--- src/rtl/clint_cmd_master.sv ---
// Reg-bus initiator that expands one CLINT command (msip set/clear, mtimecmp
// programming, coherent mtime read) into a sequence of 32-bit register accesses.
package clint_cmd_master_pkg;
    typedef struct packed {
        logic [31:0] addr;
        logic        write;
        logic [31:0] wdata;
        logic [3:0]  wstrb;
        logic        valid;
    } reg_req_t;

    typedef struct packed {
        logic [31:0] rdata;
        logic        error;
        logic        ready;
    } reg_rsp_t;
endpackage

module clint_cmd_master #(
    parameter int          NumHarts   = 5,
    parameter logic [31:0] BaseAddr   = 32'h0,
    parameter int          MaxRetries = 3,
    parameter type         reg_req_t  = clint_cmd_master_pkg::reg_req_t,
    parameter type         reg_rsp_t  = clint_cmd_master_pkg::reg_rsp_t
) (
    input  logic                clk_i,
    input  logic                rst_i,
    input  logic                cmd_valid_i,
    output logic                cmd_ready_o,
    input  logic [1:0]          cmd_op_i,
    input  logic [NumHarts-1:0] cmd_hart_mask_i,
    input  logic [63:0]         cmd_data_i,
    output reg_req_t            reg_req_o,
    input  reg_rsp_t            reg_rsp_i,
    output logic                done_o,
    output logic                done_err_o,
    output logic [63:0]         done_data_o
);
    localparam int HW = (NumHarts > 1) ? $clog2(NumHarts) : 1;
    localparam int RW = (MaxRetries > 0) ? $clog2(MaxRetries + 1) : 1;

    localparam logic [1:0] OP_SET_MSIP = 2'd0;
    localparam logic [1:0] OP_CLR_MSIP = 2'd1;
    localparam logic [1:0] OP_WR_TCMP  = 2'd2;
    localparam logic [1:0] OP_RD_MTIME = 2'd3;

    typedef enum logic [3:0] {
        S_IDLE, S_MSIP, S_TC_LO_MAX, S_TC_HI, S_TC_LO,
        S_RT_HI1, S_RT_LO, S_RT_HI2, S_DONE
    } state_e;

    state_e              state_q, state_d;
    logic [1:0]          op_q;
    logic [NumHarts-1:0] mask_q;
    logic [63:0]         data_q;
    logic [31:0]         hi1_q, lo_q;
    logic [RW-1:0]       retry_q;
    logic                done_err_q;
    logic [63:0]         done_data_q;

    logic [HW-1:0]       cur_hart;
    logic [31:0]         hart_ofs;
    logic [NumHarts-1:0] mask_rest;
    logic                last_hart, xfer, rsp_err, hi_match, retries_done;
    logic                res_err;
    logic [63:0]         res_data;

    // The pending mask is consumed lowest bit first, giving ascending hart order.
    always_comb begin
        cur_hart = '0;
        for (int i = NumHarts - 1; i >= 0; i--) begin
            if (mask_q[i]) cur_hart = HW'(i);
        end
    end

    assign hart_ofs     = 32'(cur_hart);
    assign mask_rest    = mask_q & (mask_q - NumHarts'(1));
    assign last_hart    = (mask_rest == '0);
    assign xfer         = reg_req_o.valid && reg_rsp_i.ready;
    assign rsp_err      = xfer && reg_rsp_i.error;
    assign hi_match     = (reg_rsp_i.rdata == hi1_q);
    assign retries_done = (retry_q == RW'(MaxRetries));

    always_ff @(posedge clk_i) begin
        if (rst_i) state_q <= S_IDLE;
        else       state_q <= state_d;
    end

    always_comb begin
        state_d  = state_q;
        res_err  = 1'b0;
        res_data = '0;
        unique case (state_q)
            S_IDLE: begin
                if (cmd_valid_i) begin
                    if (cmd_op_i == OP_RD_MTIME)      state_d = S_RT_HI1;
                    else if (cmd_hart_mask_i == '0)   state_d = S_DONE;
                    else if (cmd_op_i == OP_WR_TCMP)  state_d = S_TC_LO_MAX;
                    else                              state_d = S_MSIP;
                end
            end
            S_MSIP:      if (xfer && last_hart) state_d = S_DONE;
            S_TC_LO_MAX: if (xfer) state_d = S_TC_HI;
            S_TC_HI:     if (xfer) state_d = S_TC_LO;
            S_TC_LO:     if (xfer) state_d = last_hart ? S_DONE : S_TC_LO_MAX;
            S_RT_HI1:    if (xfer) state_d = S_RT_LO;
            S_RT_LO:     if (xfer) state_d = S_RT_HI2;
            S_RT_HI2: begin
                if (xfer) begin
                    if (hi_match) begin
                        state_d  = S_DONE;
                        res_data = {hi1_q, lo_q};
                    end else if (retries_done) begin
                        state_d  = S_DONE;
                        res_err  = 1'b1;
                        res_data = {reg_rsp_i.rdata, lo_q};
                    end else begin
                        state_d  = S_RT_LO;
                    end
                end
            end
            S_DONE:  state_d = S_IDLE;
            default: state_d = S_IDLE;
        endcase
        // A bus error abandons whatever accesses remain.
        if (rsp_err) begin
            state_d  = S_DONE;
            res_err  = 1'b1;
            res_data = '0;
        end
    end

    always_ff @(posedge clk_i) begin
        if (rst_i) begin
            op_q        <= '0;
            mask_q      <= '0;
            data_q      <= '0;
            hi1_q       <= '0;
            lo_q        <= '0;
            retry_q     <= '0;
            done_err_q  <= 1'b0;
            done_data_q <= '0;
        end else begin
            case (state_q)
                S_IDLE: begin
                    if (cmd_valid_i) begin
                        op_q    <= cmd_op_i;
                        mask_q  <= cmd_hart_mask_i;
                        data_q  <= cmd_data_i;
                        retry_q <= '0;
                    end
                end
                S_MSIP, S_TC_LO: if (xfer) mask_q <= mask_rest;
                S_RT_HI1:        if (xfer) hi1_q <= reg_rsp_i.rdata;
                S_RT_LO:         if (xfer) lo_q <= reg_rsp_i.rdata;
                S_RT_HI2: begin
                    if (xfer && !hi_match && !retries_done) begin
                        hi1_q   <= reg_rsp_i.rdata;
                        retry_q <= retry_q + RW'(1);
                    end
                end
                default: ;
            endcase
            if (state_d == S_DONE && state_q != S_DONE) begin
                done_err_q  <= res_err;
                done_data_q <= res_data;
            end
        end
    end

    // Request fields are a pure function of registered state, so they hold
    // steady for as long as a transfer is stalled.
    always_comb begin
        reg_req_o   = '0;
        cmd_ready_o = (state_q == S_IDLE);
        done_o      = (state_q == S_DONE);
        unique case (state_q)
            S_MSIP: begin
                reg_req_o.valid = 1'b1;
                reg_req_o.write = 1'b1;
                reg_req_o.wstrb = 4'hF;
                reg_req_o.addr  = BaseAddr + (hart_ofs << 2);
                reg_req_o.wdata = (op_q == OP_SET_MSIP) ? 32'd1 : 32'd0;
            end
            S_TC_LO_MAX, S_TC_LO: begin
                reg_req_o.valid = 1'b1;
                reg_req_o.write = 1'b1;
                reg_req_o.wstrb = 4'hF;
                reg_req_o.addr  = BaseAddr + 32'h4000 + (hart_ofs << 3);
                reg_req_o.wdata = (state_q == S_TC_LO_MAX) ? 32'hFFFF_FFFF : data_q[31:0];
            end
            S_TC_HI: begin
                reg_req_o.valid = 1'b1;
                reg_req_o.write = 1'b1;
                reg_req_o.wstrb = 4'hF;
                reg_req_o.addr  = BaseAddr + 32'h4004 + (hart_ofs << 3);
                reg_req_o.wdata = data_q[63:32];
            end
            S_RT_HI1, S_RT_HI2: begin
                reg_req_o.valid = 1'b1;
                reg_req_o.addr  = BaseAddr + 32'hBFFC;
            end
            S_RT_LO: begin
                reg_req_o.valid = 1'b1;
                reg_req_o.addr  = BaseAddr + 32'hBFF8;
            end
            default: ;
        endcase
    end

    assign done_err_o  = done_err_q;
    assign done_data_o = done_data_q;

    logic unused_op;
    assign unused_op = (op_q == OP_CLR_MSIP);
endmodule

--- config.mk ---
export PLATFORM = sky130hd
export DESIGN_NAME = clint_cmd_master
export DESIGN_NICKNAME = d
export VERILOG_FILES = /design/src/rtl/clint_cmd_master.sv
export SDC_FILE = /design/constraint.sdc
export NUM_CORES = 1
export LEC_CHECK = 0
export BUFFER_PORTS_ARGS = -buffer_cell sky130_fd_sc_hd__buf_2
export CAP_MARGIN = 20
export CORE_MARGIN = 3
export CORE_UTILIZATION = 58
export CTS_CLUSTER_DIAMETER = 40
export DETAILED_ROUTE_END_ITERATION = 12
export PLACE_DENSITY = 0.86
export RECOVER_POWER = 50
export SLEW_MARGIN = 20
export SYNTH_ARGS = -nofsm -noshare
export SYNTH_HDL_FRONTEND = slang
export SYNTH_SLANG_ARGS = --single-unit
export TNS_END_PERCENT = 30
--- constraint.sdc ---
create_clock -name clk_i -period 5.7 [get_ports clk_i]
set_input_delay 1.14 -clock clk_i [delete_from_list [all_inputs] [get_ports clk_i]]
set_output_delay 1.14 -clock clk_i [all_outputs]
set_load 0.02 [all_outputs]
### After elaboration in Yosys (flattened, before gate mapping)

Cells that the tools add are included.

| storage, ports and cells | value |
|---|---|
| output and inout port bits | 137 |
| word-level logic and storage cells | 101 |
| bits of input ports | 108 |
| register bits after elaboration | 206 |

| operators by class | value |
|---|---|
| $add $sub $neg | 4 |
| multiplexer cells | 45 |
| bitwise gates (word level) | 1 |
| equal/unequal tests | 18 |
| reductions and logical operators | 24 |

Operators by type and width:

| operator | number |
|---|---|
| 64-bit 2-to-1 mux | 5 |
| 37-bit case mux with 3 select lines | 1 |
| 32-bit 2-to-1 mux | 3 |
| 16-bit case mux with 5 select lines | 1 |
| 32-bit case mux with 2 select lines | 1 |
| 4-bit 2-to-1 mux | 14 |
| 15-bit by 6-bit adder with 16-bit output, first input constant | 2 |
| 32-bit == test | 1 |
| 4-bit case mux with 8 select lines | 1 |
| 4-bit by 3-bit == test with 1-bit output, second input constant | 4 |
| 3-bit 2-to-1 mux | 5 |
| 5-bit zero test | 2 |
| 5-bit 2-to-1 mux | 2 |
| 5-bit case mux with 2 select lines | 1 |
| 3-bit AND reduction | 3 |
| 4-bit by 2-bit == test with 1-bit output, second input constant | 2 |
| 4-bit == test, second input constant | 2 |
| 2-bit != test, second input constant | 4 |
| 1-bit 2-to-1 mux | 7 |
| 7-bit OR reduction | 1 |
| 2-bit == test, second input constant | 3 |
| 1-bit logical AND | 6 |
| 2-bit 2-to-1 mux | 3 |
| 2-bit nonzero test | 3 |
| 11 further kinds | 15 |

### Longest topological paths before layout

| logic depth | value |
|---|---|
| word-level depth | 10 |
| gate-level depth with buffers | 9 |

### Worst setup path before layout

Ideal clock, no wire load.

| path | value |
|---|---|
| kind | flip-flop to output port |
| from | reg state_q[1] |
| to | out reg_req_o[5] (netlist bit) |
| data required time | 4.560 ns |
| stages on the path, launching flop included | 5 |
| slack | 2.503 ns |
| data arrival time | 2.057 ns |
| cell sequence | dfxtp_1 buf_2 clkbuf_1 or4_1 o311ai_0 |

RTL lines:

| item | RTL line | text |
|---|---|---|
| start: declaration | 52 | `state_e state_q, state_d;` |
| start signal: assignment | 86 | `else state_q <= state_d;` |
| end: declaration | 33 | `output reg_req_t reg_req_o,` |

==> key figures <==
CTS
  – Level count of the clock H-tree: 1
  – Clock transition at path regs: ~0.06 ns
  – Max Buffers Root-to-Sink: 3
  – Hold-fix buffer count after cts: 0
  – Total clock buffers created by CTS: 28
  – Total setup buffers inserted after CTS: 0
  – Worst-skew pair later-pin latency: approximately 0.54 ns
  – Clock tree from TritonCTS: built
  – Cts repair resizes: 0
  – Library cell used as clock root buffer: sky130_fd_sc_hd__clkbuf_16
  – Sink count of the clock tree: 206

STA
  – Slew at the pin closest to its max-slew limit: roughly 3.2 ns
  – Final hold violation count: 0
  – Max transition margin: -110.8%
  – Worst Slack Setup Final: roughly 1 ns
  – Layout Skew: ~0.022 ns
  – Number of pins exceeding their max-slew limit in the final report: 130
  – Min cycle time layout: around 4.7 ns
  – Unrepaired setup endpoints after global routing: no
  – Final worst-path cycle share: 82.07%
  – Final TNS setup: 0 ns
  – # setup viols final: 0
  – Achievable frequency: 213.8 MHz

Route
  – First-pass iteration count of the detailed router: 7
  – Number of design-rule violations left by the first detailed-router iteration: about 1.1k
  – Total DRC errors in the routed layout: 0
  – Average routed wire per standard cell: about 17 um
  – Vias per cell: about 5.7
  – Number of nets still failing antenna checks after routing: 0
  – Detailed-route via count: 9266
  – Routed WL: ~27 mm

Die
  – Num rows: 46
  – Die W: approximately 130 um
  – I/O pin count: 245
  – Area of the placeable core: 16060 um2
  – Initial cell density of the core: between 50% and 60%
  – DIE HEIGHT: 134.7 um
  – DIE AREA: ~18000 um2

Synth
  – Largest area contributor in the netlist: sky130_fd_sc_hd__dfxtp_1
  – Count of state elements after synthesis: slightly above 200
  – Synth Flop Type: sky130_fd_sc_hd__dfxtp_1
  – Number of enable flip-flop cells after synthesis: 0
  – Area share of the leading cell type in the synthesized netlist: a little over two fifths
  – Synth warn: 0
  – Sequential fraction of the synthesis area: a little over two fifths
  – Number of cells produced by synthesis: approximately 1.2k
  – Cell Area, Synth: around 9600 um2
  – Avg Cell Area, Syn: between 7 and 8 um2
  – Count of cell types in the netlist: 56
  – Synth top area cells: sky130_fd_sc_hd__dfxtp_1, sky130_fd_sc_hd__nand2_1, sky130_fd_sc_hd__a21oi_1, sky130_fd_sc_hd__o32ai_1, sky130_fd_sc_hd__o21ai_0
  – Post-synth ARST share: 0%

Layout
  – Fraction of final layout cells with drive strength greater than 1: between 10% and 20%
  – Count of filler cells inserted in the layout: around 1.3k
  – Sequential cell area: between 4000 and 5000 um2
  – Area taken by multi-input logic gates: between 4000 and 5000 um2
  – Syn-to-layout area delta: 18.69%
  – Commonest cells after routing, fill and taps aside: sky130_fd_sc_hd__nand2_1, sky130_fd_sc_hd__dfxtp_1, sky130_fd_sc_hd__a21oi_1, sky130_fd_sc_hd__buf_2, sky130_fd_sc_hd__o21ai_0
  – Total number of nets in the final design: between 1.5k and 2k
  – Most frequent standard cell in the layout excluding fill and tap cells: sky130_fd_sc_hd__nand2_1

Placed design
  – Half-perimeter wire length of the detailed placement result: around 17 mm
  – Input/output buffers: about 230
  – Last weighted congestion value of the routability-driven placer: 0.9051
  – Post-place setup slack: 1.868 ns

Power and ir drop
  – Leakage: between 0.004 and 0.005 uW
  – VDD IR max: slightly below 0.0003 V
  – Total power divided by cell area: roughly 330 nW/um2

Global route
  – Total gr overflow: 0
  – Antenna violations before repair: 1
  – Global-route usage over all layers: between 20 and 30%
  – Vias in the first global route: ~8.6k
  – Wire length of the first global-routing pass: 42.97 mm
  – Pin count of the biggest net entering global routing: 110

Hold path
  – Type of the most critical hold path: register to register
  – Hold Crit Endpoint: data_q[32]
  – Critical hold path startpoint: data_q[32]
  – Hold path cells: 2

Critical path
  – CP max stage delay: 0.92 ns
  – Buf+Inv Stages, Crit Path: 2
  – Critical Path Slowest Stage Cell: sky130_fd_sc_hd__clkinv_1
  – Worst path top cell family by delay: buffers and inverters
  – Capturing element type of the critical path: primary output
  – Launch instance of the worst register-to-register path: state_q[1]
  – Launching element type of the critical path: register
  – Critical path data required time: 4.56 ns
  – R2r endpoint: mask_q[1]
  – Setup Crit Path Kind: register to primary output
  – WP data arrival: about 3.5 ns
  – Critical-path maximum fanout: 40
  – Worst-case reg-to-reg path depth: 7
  – CP Cell Sequence: clkinv_1 > or4_1 > o311ai_0 > buf_2
  – Reg-to-reg setup timing slack: between 1 and 1.5 ns

Status
  – Run status: finished, violations left
  – Violated checks: max-capacitance violations, max-slew violations

Flow run
  – MaxCap Viol Count: 3
-- power breakdown --
part | internal, uW | switching [uW]
clock | 1110 | 689
sequential | 1490 | 34.1
combinational | 131 | 272
total | 2730 | 994
-- worst max path at each step --
stage                  start  slack [ns]  cells after the start              end
2_1_floorplan     state_q[1]        2.50                      4     reg_req_o[5]
3_3_place_gp   reg_rsp_i[32]        1.94                      8  done_data_o[24]
3_5_place_dp   reg_rsp_i[32]        1.87                      8  done_data_o[24]
4_1_cts           state_q[0]        1.44                      4     reg_req_o[5]
5_1_grt           state_q[1]        0.58                      6        mask_q[3]
6_report          state_q[0]        1.02                      4     reg_req_o[5]
-- final cells by class --
type / count / area share, %
Timing Repair Buffer: 241 / 10.19
Multi-Input combinational cell: 851 / 40.38
Sequential cell: 206 / 36.20
Clock buffer: 31 / 6.611
Inverter: 66 / 2.174
Antenna cell: 2 / 0.04393
Tap cell: 216 / 2.372
Clock inverter: 21 / 2.032
-- state kept, by name, summed over array words and instances (netlist names) --
signal       flops
done_err_o       1
done_data_o     64
op_q             2
state_q          4
hi1_q           32
lo_q            32
data_q          64
retry_q          2
mask_q           5
-- metal layers --
layer | up-vias | wire length [um] | GRT usage [%]
li1 | 4520 | - | -
met1 | 4233 | 10360 | 35.97
met2 | 429 | 12640 | 46.22
met3 | 84 | 2530 | 6.483
met4 | 0 | 1447 | 15.10
met5 | - | 0 | 0
-- cell families (layout without fill, tap and decap cells) --
group           count (synthesis)  in the layout  share of synthesized area [%]
compound gates                363            363                          22.71
xor+xnor                       33             33                          3.011
fa+ha+maj                       2              2                         0.2346
buf+inv                       208            359                          9.906
flops                         206            206                          42.96
mux                             1              1                         0.1173
other cells                     1             20                        0.03907
simple gates                  434            434                          21.02
-- Yosys cell counts, drive strengths merged, types with 2 or more instances --
| cell | count |
|---|---|
| and2 | 3 |
| o21ai | 71 |
| or3b | 32 |
| nand4 | 10 |
| nand3 | 2 |
| nor3 | 9 |
| inv | 66 |
| and3 | 2 |
| nand2 | 305 |
| xnor2 | 33 |
| buf | 61 |
| nor2b | 4 |
| nor2 | 18 |
| a211oi | 2 |
| o32ai | 62 |
| a21oi | 172 |
| o22ai | 2 |
| nor4 | 9 |
| a31oi | 34 |
| o2bb2ai | 2 |
| a21o | 2 |
| dfxtp | 206 |
| a22oi | 2 |
| a2111oi | 2 |
| clkbuf | 81 |
| nand2b | 36 |
-- metrics by stage --
step / hold slack (ns) / cells / area (um2) / utilization, % / power [uW]
finish: 0.4515 / 1634 / 11390 / 70.95 / 3723
global route: 0.4663 / 1633 / 11390 / 70.94 / 3860
CTS: 0.4515 / 1632 / 11490 / 71.58 / 3735
detailed placement: 0.4432 / 1580 / 10510 / 65.45 / 1949
global placement: 0.4369 / 1580 / 10510 / 65.45 / 1942
floorplan: 0.4322 / 1265 / 9663 / - / 1837
-- tightest hold or removal path, stage by stage (launching register included) --
cell and delay, ns:
sky130_fd_sc_hd__dfxtp_1 0.31, sky130_fd_sc_hd__nand2_1 0.05, sky130_fd_sc_hd__a21oi_1 0.05
Power figures use the tool's default switching activity.
